<file path="config.mk">
export PLATFORM = sky130hd
export DESIGN_NAME = pc_sequencer_flat
export DESIGN_NICKNAME = d
export VERILOG_FILES = /design/src/rtl/pc_sequencer_if.sv /design/src/rtl/pc_sequencer.sv /design/src/flat_wrapper.sv
export SDC_FILE = /design/constraint.sdc
export NUM_CORES = 1
export LEC_CHECK = 0
export ABC_AREA = 1
export BUFFER_PORTS_ARGS = -buffer_cell sky130_fd_sc_hd__buf_2
export CAP_MARGIN = 10
export CORE_ASPECT_RATIO = 0.9
export CORE_MARGIN = 3
export CORE_UTILIZATION = 50
export CTS_CLUSTER_SIZE = 8
export DETAILED_ROUTE_END_ITERATION = 6
export GPL_ROUTABILITY_DRIVEN = 0
export PLACE_DENSITY = 0.87
export SLEW_MARGIN = 15
export SYNTH_ARGS = -nofsm -noshare
export SYNTH_HDL_FRONTEND = slang
export SYNTH_SLANG_ARGS = --single-unit
</file>
<file path="constraint.sdc">
create_clock -name CLK -period 2 [get_ports CLK]
set_clock_uncertainty 0.2 [all_clocks]
set_input_delay 0.5 -clock CLK [delete_from_list [all_inputs] [get_ports CLK]]
set_output_delay 0.5 -clock CLK [all_outputs]
set_load 0.03 [all_outputs]
</file>
<file path="src/rtl/pc_sequencer_if.sv">
// Instruction-memory fetch channel between the PC sequencer (master) and the
// instruction memory (slave).
interface pc_sequencer_if;
    logic        ImemReq;
    logic [63:0] ImemAddr;
    logic        ImemAck;
    logic [31:0] ImemData;

    modport master (
        output ImemReq,
        output ImemAddr,
        input  ImemAck,
        input  ImemData
    );

    modport slave (
        input  ImemReq,
        input  ImemAddr,
        output ImemAck,
        output ImemData
    );
endinterface

</file>
<file path="src/rtl/pc_sequencer.sv">
// Program-counter sequencer: IDLE -> FETCH -> EXEC loop with fetch timeout and HALT.
// Optional retire/taken-branch counters are enabled with `define PC_SEQ_PERFCNT_EN.
module pc_sequencer #(
    parameter logic [63:0] RESET_PC = 64'h0,
    parameter int unsigned MAX_WAIT = 16
) (
    input  logic        CLK,
    input  logic        Reset_L,
    pc_sequencer_if.master imem,
    output logic [31:0] Instr,
    output logic        InstrValid,
    input  logic        ExecDone,
    input  logic        Branch,
    input  logic        Uncondbranch,
    input  logic        ALUZero,
    input  logic [63:0] SignExtImm64,
    input  logic        Halt,
    output logic [63:0] CurrentPC,
    output logic [1:0]  State,
    output logic        Fault
`ifdef PC_SEQ_PERFCNT_EN
    ,
    output logic [31:0] RetireCnt,
    output logic [31:0] TakenCnt
`endif
);

    typedef enum logic [1:0] {
        IDLE  = 2'd0,
        FETCH = 2'd1,
        EXEC  = 2'd2,
        HALT  = 2'd3
    } state_t;

    localparam int WCW = $clog2(MAX_WAIT + 1);
    localparam logic [WCW-1:0] WAIT_LAST = WCW'(MAX_WAIT - 1);

    state_t          state_r;
    state_t          state_next_s;
    logic [63:0]     pc_r;
    logic [63:0]     pc_next_s;
    logic [31:0]     instr_r;
    logic            req_r;
    logic            valid_r;
    logic            fault_r;
    logic [WCW-1:0]  wait_cnt_r;
    logic [WCW-1:0]  wait_next_s;
    logic            fault_set_s;
    logic            instr_load_s;
    logic            pc_load_s;
    logic            taken_s;

    // Next-state, fetch-timeout and PC-update decisions.
    always_comb begin
        state_next_s = state_r;
        wait_next_s  = wait_cnt_r;
        fault_set_s  = 1'b0;
        instr_load_s = 1'b0;
        pc_load_s    = 1'b0;
        taken_s      = Uncondbranch | (Branch & ALUZero);
        // Shift and add are both truncated to 64 bits, so wrap is silent.
        if (taken_s) begin
            pc_next_s = pc_r + (SignExtImm64 << 2);
        end else begin
            pc_next_s = pc_r + 64'd4;
        end
        case (state_r)
            IDLE: begin
                state_next_s = FETCH;
                wait_next_s  = '0;
            end
            FETCH: begin
                if (imem.ImemAck) begin
                    state_next_s = EXEC;
                    instr_load_s = 1'b1;
                    wait_next_s  = '0;
                end else if (wait_cnt_r == WAIT_LAST) begin
                    state_next_s = HALT;
                    fault_set_s  = 1'b1;
                    wait_next_s  = '0;
                end else begin
                    wait_next_s  = wait_cnt_r + WCW'(1);
                end
            end
            EXEC: begin
                if (ExecDone) begin
                    pc_load_s    = 1'b1;
                    state_next_s = Halt ? HALT : FETCH;
                end else begin
                    state_next_s = EXEC;
                end
            end
            HALT: begin
                state_next_s = HALT;
            end
            default: begin
                state_next_s = IDLE;
            end
        endcase
    end

    // State, PC, instruction latch and registered handshake outputs.
    always_ff @(posedge CLK or negedge Reset_L) begin
        if (!Reset_L) begin
            state_r    <= IDLE;
            pc_r       <= RESET_PC;
            instr_r    <= 32'h0;
            req_r      <= 1'b0;
            valid_r    <= 1'b0;
            fault_r    <= 1'b0;
            wait_cnt_r <= '0;
        end else begin
            state_r    <= state_next_s;
            wait_cnt_r <= wait_next_s;
            req_r      <= (state_next_s == FETCH);
            valid_r    <= (state_next_s == EXEC);
            fault_r    <= fault_r | fault_set_s;
            if (instr_load_s) begin
                instr_r <= imem.ImemData;
            end
            if (pc_load_s) begin
                pc_r <= pc_next_s;
            end
        end
    end

`ifdef PC_SEQ_PERFCNT_EN
    logic [31:0] retire_cnt_r;
    logic [31:0] taken_cnt_r;

    // Retired-instruction and taken-branch counters, wrapping at 2^32.
    always_ff @(posedge CLK or negedge Reset_L) begin
        if (!Reset_L) begin
            retire_cnt_r <= 32'd0;
            taken_cnt_r  <= 32'd0;
        end else if (pc_load_s) begin
            retire_cnt_r <= retire_cnt_r + 32'd1;
            if (taken_s) begin
                taken_cnt_r <= taken_cnt_r + 32'd1;
            end
        end
    end

    assign RetireCnt = retire_cnt_r;
    assign TakenCnt  = taken_cnt_r;
`endif

    assign imem.ImemReq  = req_r;
    assign imem.ImemAddr = pc_r;
    assign Instr         = instr_r;
    assign InstrValid    = valid_r;
    assign CurrentPC     = pc_r;
    assign State         = state_r;
    assign Fault         = fault_r;

endmodule

</file>
<file path="src/flat_wrapper.sv">
// flat-port wrapper written by rule: the top's interface ports become plain ports
module pc_sequencer_flat 
#(
    parameter logic [63:0] RESET_PC = 64'h0,
    parameter int unsigned MAX_WAIT = 16
)
  (CLK, Reset_L, Instr, InstrValid, ExecDone, Branch, Uncondbranch, ALUZero, SignExtImm64, Halt, CurrentPC, State, Fault, imem_ImemReq, imem_ImemAddr, imem_ImemAck, imem_ImemData);
  pc_sequencer_if imem_i ();
  input  logic CLK;
  input  logic Reset_L;
  output logic [31:0] Instr;
  output logic InstrValid;
  input  logic ExecDone;
  input  logic Branch;
  input  logic Uncondbranch;
  input  logic ALUZero;
  input  logic [63:0] SignExtImm64;
  input  logic Halt;
  output logic [63:0] CurrentPC;
  output logic [1:0] State;
  output logic Fault;
  output wire logic [$bits(imem_i.ImemReq)-1:0] imem_ImemReq;
  output wire logic [$bits(imem_i.ImemAddr)-1:0] imem_ImemAddr;
  input wire logic [$bits(imem_i.ImemAck)-1:0] imem_ImemAck;
  input wire logic [$bits(imem_i.ImemData)-1:0] imem_ImemData;
  assign imem_ImemReq = imem_i.ImemReq;
  assign imem_ImemAddr = imem_i.ImemAddr;
  assign imem_i.ImemAck = imem_ImemAck;
  assign imem_i.ImemData = imem_ImemData;
  pc_sequencer #(.RESET_PC(RESET_PC), .MAX_WAIT(MAX_WAIT)) u_core (.CLK(CLK), .Reset_L(Reset_L), .imem(imem_i), .Instr(Instr), .InstrValid(InstrValid), .ExecDone(ExecDone), .Branch(Branch), .Uncondbranch(Uncondbranch), .ALUZero(ALUZero), .SignExtImm64(SignExtImm64), .Halt(Halt), .CurrentPC(CurrentPC), .State(State), .Fault(Fault));
endmodule
</file>
==> metrics.md, run 1 <==
| Metric | Value |
|---|---|
| Outcome | `aborted with a tool error` |
| Stopping stage | `global routing` |
| Run-stopping error | `[ERROR GRT-0232] Routing congestion too high. Check the congestion heatmap in the GUI.` |
| Cell Area, Synth | `0.0104 mm^2` |
| Synth top area cells | `nand2_1 26%, dfrtp_1 25%, inv_1 13%` |
| Count leader, synth | `nand2_1` |
| Post-synth top area share | `0.262` |
| CTS Buffer Depth | `2` |
| Asr flop ratio synth | `1.00` |
| Hpwl dp | `approximately 30000 um` |
| Starting density of the core | `0.516` |
| IO Count | `269` |
| Placed Area | `around 0.013 mm^2` |
| Synth top cells by count | `729 x nand2_1, 352 x inv_1, 156 x nor2_1` |
| Syn avg cell area | `a little under 6 um^2` |
| GRT overflow | `15` |
| Number of instances in the synthesized netlist | `~1800` |
| Synthesized flop and latch total | `104` |
| Clk sinks | `approximately 100` |
| Htree depth | `3` |
| Sequential cell area fraction in the yosys report | `0.249` |
| Pin count of the biggest net entering global routing | `between 60 and 70` |
| CTS buffer count | `9` |
| Ys Warns | `0` |
| Num rows | `just under 50` |
| Worst_ep grt | `u_core.CurrentPC[43]$_DFFE_PN0P_/D` |
| IO Port Bufs | `262` |
| Root buffer cell | `clkbuf_16` |
| Die width | `around 160 um` |
| Die Ht | `around 140 um` |
| Cell accounting for the most synthesized area | `nand2_1` |
| Distinct cell type count after synthesis | `39` |
| Worst_ep kind | `sequential cell input` |
| Total Routing Usage GR | `0.729` |
| Post-synth EDFFs | `0` |
| Most used DFF post-synth | `dfrtp_1` |
[metrics by stage]
stage	cells	setup TNS, ns	setup slack (ns)	util
floorplan	1798	-28.56	-0.653	-
global placement	2412	-54.25	-1.11	0.648
detailed placement	2412	-57.26	-1.14	0.648
CTS	2470	-31.58	-0.704	0.764
[layer usage]
metal,GRT usage,overflow
met3,0.665,4
met4,0.646,5
met5,0.359,0
met1,0.716,0
met2,0.869,6
[cell families after synthesis]
kind of cell	share of synthesized area
XOR/XNOR	0.0243
AND/OR/NAND/NOR	0.413
other	0.000359
buffers and inverters	0.187
flip-flops	0.249
adder cells (fa/ha/maj)	0.0762
AO/OA/AOI/OAI	0.0499
[what timing repair did]
action / CTS
buffers inserted: 41
pin swaps: 89
resized for setup: 419
gates cloned: 5
hold buffers: 1
setup endpoints to repair: 60
hold endpoints to repair: 10
==> inputs of run 2 (changes only) <==
--- a/config.mk
+++ b/config.mk
@@ -8,13 +8,11 @@
 export ABC_AREA = 1
 export BUFFER_PORTS_ARGS = -buffer_cell sky130_fd_sc_hd__buf_2
 export CAP_MARGIN = 10
-export CORE_ASPECT_RATIO = 0.9
 export CORE_MARGIN = 3
-export CORE_UTILIZATION = 50
-export CTS_CLUSTER_SIZE = 8
+export CORE_UTILIZATION = 40
 export DETAILED_ROUTE_END_ITERATION = 6
 export GPL_ROUTABILITY_DRIVEN = 0
-export PLACE_DENSITY = 0.87
+export PLACE_DENSITY_LB_ADDON = 0.15
 export SLEW_MARGIN = 15
 export SYNTH_ARGS = -nofsm -noshare
 export SYNTH_HDL_FRONTEND = slang
==> constraint.sdc (replaced) <==
create_clock -name CLK -period 2.6 [get_ports CLK]
set_clock_uncertainty 0.2 [all_clocks]
set_input_delay 0.65 -clock CLK [delete_from_list [all_inputs] [get_ports CLK]]
set_output_delay 0.65 -clock CLK [all_outputs]
set_load 0.03 [all_outputs]
==> run 2 against run 1 <==
The flow now finishes, with violations (negative setup slack). Synthesized cell count is the same. Synthesized area is the same.
==> metrics.md, run 2 <==
| Metric | Value |
|---|---|
| Number of instances in the synthesized netlist | `1795 (unchanged)` |
| Slew Viols, Final | `0` |
| Count leader, synth | `nand2_1` |
| PnR worst setup slack | `-0.252 ns` |
| Critical Path Start | `Branch` |
| Num rows | `58 (+18%)` |
| Most used DFF post-synth | `dfrtp_1` |
| Initial antenna violation count | `0` |
| Hold Fails Final Rpt | `0` |
| Share of power burned in registers | `0.196` |
| Post-synth top area share | `0.262 (unchanged)` |
| NumNets Final | `2313` |
| Commonest cells after routing, fill and taps aside | `622 x nand2_1, 341 x inv_1, 259 x buf_2, 145 x buf_4, 104 x dfrtp_1` |
| Pwr Density | `1040 mW/mm^2` |
| Area grow syn2layout | `41.5%` |
| Max reg flops | `slightly above 60` |
| Fillers | `roughly 2500` |
| Number of global-route vias before repair | `roughly 11000` |
| Fmax | `between 0.3 and 0.4 GHz` |
| Clock-pin slew on the worst setup and hold paths | `roughly 0.09 ns` |
| CTS Buffer Depth | `2 (unchanged)` |
| Placement Setup Slack | `-0.775 ns (+0.363 ns)` |
| Syn avg cell area | `5.82 um^2 (unchanged)` |
| Ys Warns | `0 (unchanged)` |
| Asr flop ratio synth | `1.00 (unchanged)` |
| Hpwl dp | `28100 um (-5.0%)` |
| Drt via density | `4.76` |
| Total Routing Usage GR | `0.242` |
| Final period util | `1.10` |
| Critical setup path kind | `input pin to flip-flop` |
| Placed insts | `2435 (+0.95%)` |
| Synthesized flop and latch total | `104 (unchanged)` |
| WL final | `between 30000 and 40000 um` |
| DRT Pass-1 Iters | `7` |
| Worst EP arrival | `2.92 ns` |
| Total negative slack | `-6.37 ns` |
| Antenna diodes | `0` |
| RSZ-0062 raised after global routing | `true` |
| Remaining DRCs | `0` |
| Worst VDD drop | `between 0.6 and 0.7 mV` |
| Leakage power | `between 8 and 9 nW` |
| Fin util | `0.581` |
| Htree depth | `3 (unchanged)` |
| Crit-path max FO | `8` |
| Crit path capture type | `flip-flop` |
| Root buffer cell | `clkbuf_16` |
| Distinct cell type count after synthesis | `39 (unchanged)` |
| Pint | `roughly 7 mW` |
| Startpoint Class | `input pin` |
| TritonCTS clock tree | `built` |
| Synth top cells by count | `729 x nand2_1, 352 x inv_1, 156 x nor2_1` |
| Cell Area, Synth | `0.0104 mm^2 (unchanged)` |
| DR iter-0 viols | `716` |
| Switching fraction of total power | `0.544` |
| Most common cell after layout, fill and taps aside | `nand2_1` |
| Number of nets still failing antenna checks after routing | `0` |
| Synth top area cells | `nand2_1 26%, dfrtp_1 25%, inv_1 13%` |
| Die Ht | `168 um (+17%)` |
| GRT overflow | `0` |
| Clk pwr share | `0.095` |
| R2R Setup Slk | `about 0.21 ns` |
| IO Count | `269 (unchanged)` |
| # setup viols final | `48` |
| Cell accounting for the most synthesized area | `nand2_1` |
| Clk sinks | `104 (unchanged)` |
| Cell Count, Final, Fillers Out | `2481` |
| First-pass GRT wire length | `about 55000 um` |
| Failing checks | `negative setup slack` |
| Starting density of the core | `0.411 (-0.105)` |
| Post-route minimum period | `about 2.9 ns` |
| Pin count of the biggest net entering global routing | `90` |
| R2r endpoint | `u_core.CurrentPC[60]` |
| Outcome | `complete, but fails checks` |
| Comb pwr share | `0.708` |
| CTS buffer count | `9 (unchanged)` |
| NetSw | `roughly 8.4 mW` |
| Max cap viols | `0` |
| Die width | `168 um (+5.8%)` |
| Post-synth EDFFs | `0 (unchanged)` |
| Worst r2r path cells | `13` |
| Worst skew pair latency | `around 0.38 ns` |
| Sequential cell area fraction in the yosys report | `0.249 (unchanged)` |
| Worst EP required | `~2.7 ns` |
| Core ar. | `0.0254 mm^2` |
| RR Startpoint | `u_core.CurrentPC[35]` |
| Die ar. | `approximately 0.028 mm^2` |
| IO Port Bufs | `262 (unchanged)` |
| Critical path endpoint | `u_core.CurrentPC[60]` |
| Share of cells above drive strength 1 | `0.361` |
| DR WL/cell | `roughly 15 um` |
| Vias | `between 10000 and 15000` |
| Worst min path class | `input pin to asynchronous set/reset pin` |
[run 2: worst min-delay path by stage]
stage                     slack [ns]                   end
after floorplan                 0.15  u_core.CurrentPC[10]
after global placement          0.25      u_core.Instr[28]
after detailed placement        0.25      u_core.Instr[26]
after CTS                       0.04  u_core.CurrentPC[15]
after global routing            0.06  u_core.CurrentPC[15]
final                           0.02  u_core.CurrentPC[15]
[run 2: per-layer routing]
layer  GRT usage  vias up  share of wire
met2       0.384      466           0.44
met3      0.0491       73          0.076
met4      0.0740        0          0.032
met5           0        -              0
met1       0.333     5294           0.45
li1            -     5976              -
[run 2: power groups by stage]
stage / sequential (mW) / combinational, mW / clock, mW
2_1_floorplan: 4.19 / 5.38 / 0
4_1_cts: 2.98 / 9.91 / 1.51
6_report: 3.03 / 10.9 / 1.47
3_3_place_gp: 2.96 / 9.40 / 0
5_1_grt: 3.15 / 11.8 / 1.57
3_5_place_dp: 2.97 / 9.49 / 0
[run 2: logic make-up after synthesis]
| family | after synthesis | synth area share |
|---|---|---|
| simple gates | 1048 | 0.413 |
| xor+xnor | 29 | 0.0243 |
| other cells | 1 | 0.000359 |
| flops | 104 | 0.249 |
| buf+inv | 453 | 0.187 |
| compound gates | 97 | 0.0499 |
| fa+ha+maj | 63 | 0.0762 |
[run 2: critical path, cell delays in order]
cell and delay, ns:
buf_6 0.10, nand2_4 0.05, inv_2 0.04, nor2_4 0.16, buf_6 0.16, buf_12 0.14, nor2_4 0.04, ha_4 0.30
nand2_4 0.06, buf_6 0.11, nor2_4 0.13, inv_2 0.08, nor3_4 0.25, nand2_2 0.10, nor3_2 0.16, nand2_1 0.11
nand2_1 0.09, nand2_1 0.06, nand3_2 0.05, nand2_1 0.05
[run 2: cell type report]
class,instances,area (um^2),share of cell area
inverters,363,1370,0.0924
flip-flops and latches,104,2600,0.176
clock buffers,9,225,0.0153
well taps,330,413,0.0280
multi-input cells,1241,7350,0.497
clock inverters,7,76.3,0.00517
repair buffers,427,2740,0.186
[run 2: per-stage QoR]
stage | instance area (um^2) | hold WS [ns] | power (mW)
after floorplan | 10500 | 0.154 | 9.57
after global placement | 12700 | 0.249 | 12.4
after detailed placement | 12700 | 0.255 | 12.5
after CTS | 13600 | 0.0387 | 14.4
after global routing | 14800 | 0.0595 | 16.5
final | 14800 | 0.0213 | 15.4
[run 2: timing repair]
| item | CTS | global route |
|---|---|---|
| buffers inserted | 14 | 13 |
| resized for setup | 114 | 252 |
| setup endpoints to repair | 50 | 57 |
| cloned | 1 | 2 |
| hold buffers | 0 | 0 |
| pin swaps | 22 | 56 |
Note: power is estimated with default switching activity, not from simulation.
==> inputs of run 3 (changes only) <==
--- a/config.mk
+++ b/config.mk
@@ -5,7 +5,6 @@
 export SDC_FILE = /design/constraint.sdc
 export NUM_CORES = 1
 export LEC_CHECK = 0
-export ABC_AREA = 1
 export BUFFER_PORTS_ARGS = -buffer_cell sky130_fd_sc_hd__buf_2
 export CAP_MARGIN = 10
 export CORE_MARGIN = 3
==> run 3 against run 2 <==
Cell count shrank 28%. Sequential power shrank 6.6%. Final area decreased by 5.3%. Synthesized cell count is 44% lower. Sequential share of layout area rose by 0.98 points. Largest power group unchanged. The flow still finishes with violations (negative setup slack). Utilization grew 9.7 points. Non-clock buffer count increased by 199.
==> metrics.md, run 3 <==
| Metric | Value |
|---|---|
| Hpwl dp | `21100 um (-25%)` |
| Commonest cells after routing, fill and taps aside | `315 x buf_4, 258 x buf_2, 104 x dfrtp_1, 96 x nand2_1, 54 x o21ai_1` |
| Critical setup path kind | `input pin to flip-flop` |
| Fmax | `0.271 GHz (-23%)` |
| Max reg flops | `62 (unchanged)` |
| Cell accounting for the most synthesized area | `dfrtp_1` |
| Leakage power | `6.93 nW (-22%)` |
| Slew Viols, Final | `0 (unchanged)` |
| TritonCTS clock tree | `built` |
| Slew @ Worst Pin | `between 0.5 and 0.6 ns` |
| NetSw | `8.10 mW (-3.5%)` |
| PnR worst setup slack | `-1.09 ns (-0.837 ns)` |
| Worst VDD drop | `0.803 mV (+32%)` |
| Count leader, synth | `nand2_1` |
| Most common cell after layout, fill and taps aside | `buf_4` |
| R2R Setup Slk | `-0.66 ns (-0.87 ns)` |
| Worst min path class | `input pin to asynchronous set/reset pin` |
| Core ar. | `0.0206 mm^2 (-19%)` |
| Initial antenna violation count | `0 (unchanged)` |
| Total Routing Usage GR | `0.229 (-0.0125)` |
| Worst EP required | `2.65 ns (-0.02 ns)` |
| Clk pwr share | `0.090 (-0.005)` |
| CTS Buffer Depth | `2 (unchanged)` |
| CP Cell Sequence | `buf_6 -> a21oi_4 -> buf_12 -> buf_16 -> nor2b_2 -> ha_4 -> nand4_4 -> or4_1 -> o21ai_2 -> a2111oi_4 -> o2111a_2 -> or4b_4 -> a21oi_4 -> o211ai_2 -> xor2_1` |
| Die Ht | `152 um (-9.1%)` |
| Starting density of the core | `0.415 (+0.00372)` |
| Worst r2r path cells | `13 (unchanged)` |
| NumNets Final | `1686 (-27%)` |
| Crit-path max FO | `7 (-1)` |
| Share of power burned in registers | `0.172 (-0.024)` |
| Footprint of the multi-input gates | `0.00632 mm^2 (-14%)` |
| Startpoint Class | `input pin` |
| Hold Fails Final Rpt | `0 (unchanged)` |
| RR Startpoint | `u_core.CurrentPC[2]` |
| Total negative slack | `-39.57 ns (-33.20 ns)` |
| Clk sinks | `104 (unchanged)` |
| Post-synth top area share | `0.304 (+0.0421)` |
| R2r endpoint | `u_core.CurrentPC[60]` |
| Synth top cells by count | `108 x nand2_1, 104 x dfrtp_1, 93 x o21ai_0` |
| Most used DFF post-synth | `dfrtp_1` |
| Syn avg cell area | `8.58 um^2 (+48%)` |
| Cell Count, Final, Fillers Out | `1794 (-28%)` |
| Synthesized flop and latch total | `104 (unchanged)` |
| # setup viols final | `55 (+15%)` |
| GRT overflow | `0 (unchanged)` |
| Drt via density | `5.14 (+8.0%)` |
| Ys Warns | `0 (unchanged)` |
| Placed insts | `1713 (-30%)` |
| Worst path most repeated cell | `a21oi_4` |
| Sequential cell area fraction in the yosys report | `0.304 (+0.0550)` |
| Post-route cell area | `0.0140 mm^2 (-5.3%)` |
| Num rows | `52 (-10%)` |
| Htree depth | `3 (unchanged)` |
| IO Count | `269 (unchanged)` |
| Cell Area, Synth | `0.00855 mm^2 (-18%)` |
| Die width | `152 um (-9.1%)` |
| Fillers | `1660 (-33%)` |
| DRT Pass-1 Iters | `5 (-2)` |
| Placement Setup Slack | `-1.52 ns (-0.747 ns)` |
| Final period util | `1.42 (+0.322)` |
| IO Port Bufs | `262 (unchanged)` |
| CTS buffer count | `9 (unchanged)` |
| Distinct cell type count after synthesis | `69 (+77%)` |
| WL final | `29300 um (-19%)` |
| Comb pwr share | `0.738 (+0.030)` |
| Pin count of the biggest net entering global routing | `105 (+17%)` |
| Number of instances in the synthesized netlist | `997 (-44%)` |
| Antenna diodes | `0 (unchanged)` |
| Clock-pin slew on the worst setup and hold paths | `0.09 ns (about the same)` |
| Max stage delay cell, worst path | `or4_1` |
| Post-route minimum period | `3.69 ns (+0.837 ns)` |
| Max cap viols | `0 (unchanged)` |
| Number of global-route vias before repair | `9059 (-17%)` |
| Synth top area cells | `dfrtp_1 30%, ha_1 9.1%, buf_4 6.1%` |
| Pint | `8.36 mW (+19%)` |
| Power Total | `16.5 mW (+6.7%)` |
| Pwr Density | `1180 mW/mm^2 (+13%)` |
| Asr flop ratio synth | `1.00 (unchanged)` |
| Root buffer cell | `clkbuf_16` |
| Share of cells above drive strength 1 | `0.568 (+0.207)` |
| Remaining DRCs | `0 (unchanged)` |
| Worst skew pair latency | `0.37 ns (about the same)` |
| Sequential cell area | `0.00260 mm^2 (unchanged)` |
| Number of nets still failing antenna checks after routing | `0 (unchanged)` |
| Vias | `9224 (-22%)` |
| Outcome | `complete, but fails checks` |
| Die ar. | `0.0232 mm^2 (-17%)` |
| DR WL/cell | `16.3 um (+12%)` |
| Worst EP arrival | `3.74 ns (+0.82 ns)` |
| RSZ-0062 raised after global routing | `true` |
| DR iter-0 viols | `385 (-46%)` |
| First-pass GRT wire length | `44600 um (-19%)` |
| Worst path max stage delay | `0.55 ns (+0.25 ns)` |
| Crit path capture type | `flip-flop` |
| Placed Area | `0.0119 mm^2 (-6.4%)` |
| Post-synth EDFFs | `0 (unchanged)` |
| Failing checks | `negative setup slack` |
| Area grow syn2layout | `63.6%` |
| Switching fraction of total power | `0.492 (-0.0520)` |
| Slew headroom | `0.610` |
run 3: metrics by stage:
step                       util  hold WS, ns
after global placement    0.578        0.237
after floorplan               -        0.154
after global routing      0.678        0.192
after detailed placement  0.578        0.245
after CTS                 0.632        0.176
final                     0.678        0.148
run 3: how the worst max path moves through the flow:
stage	slack [ns]	startpoint	to	depth (start not counted)
after global routing	-1.17	ALUZero	u_core.CurrentPC[60]	17
final	-1.09	ALUZero	u_core.CurrentPC[63]	15
after global placement	-1.52	ALUZero	u_core.CurrentPC[56]	16
after detailed placement	-1.52	ALUZero	u_core.CurrentPC[60]	14
after CTS	-1.05	Branch	u_core.CurrentPC[47]	17
after floorplan	-1.22	ALUZero	u_core.CurrentPC[63]	14
run 3: timing repair:
item	CTS	global route
gates resized for setup	106	146
gates cloned	2	0
pin swaps	65	106
buffers inserted	36	41
hold buffers	0	0
setup endpoints to repair	55	55
hold endpoints to repair	0	0
run 3: worst max-delay path: cells and delay by family:
kind | cells | cell delay (ns)
simple gates | 4 | 1.26
compound gates | 6 | 0.99
buf+inv | 3 | 0.39
fa+ha+maj | 1 | 0.28
xor+xnor | 1 | 0.15
run 3: cells by family after synthesis:
logic type,count (synthesis),synth area share
multiplexers,32,0.0421
buffers and inverters,137,0.102
AO/OA/AOI/OAI,285,0.206
other,1,0.000438
AND/OR/NAND/NOR,323,0.199
adder cells (fa/ha/maj),63,0.0930
flip-flops,104,0.304
XOR/XNOR,52,0.0532
run 3: power by group through the flow:
stage	Sequential [mW]	Combinational [mW]	Clock [mW]
global placement	2.79	10.3	0
floorplan	4.28	5.43	0
finish	2.83	12.1	1.48
detailed placement	2.81	10.5	0
CTS	2.79	11.1	1.54
global route	2.94	12.9	1.59
run 3: cell type report:
class                           instances  share of cell area
Inverter                               19             0.00510
Multi-Input combinational cell        759               0.452
Timing Repair Buffer                  626               0.310
Clock inverter                          7             0.00689
Sequential cell                       104               0.186
Clock buffer                            9              0.0161
Tap cell                              270              0.0241
run 3: per-layer routing:
| metal | wire length, um | up-vias | track usage |
|---|---|---|---|
| met5 | 0 | - | 0 |
| met4 | 536 | 0 | 0.0582 |
| met3 | 1080 | 43 | 0.0344 |
| met2 | 15000 | 240 | 0.414 |
| met1 | 12600 | 4415 | 0.287 |
| li1 | - | 4526 | - |
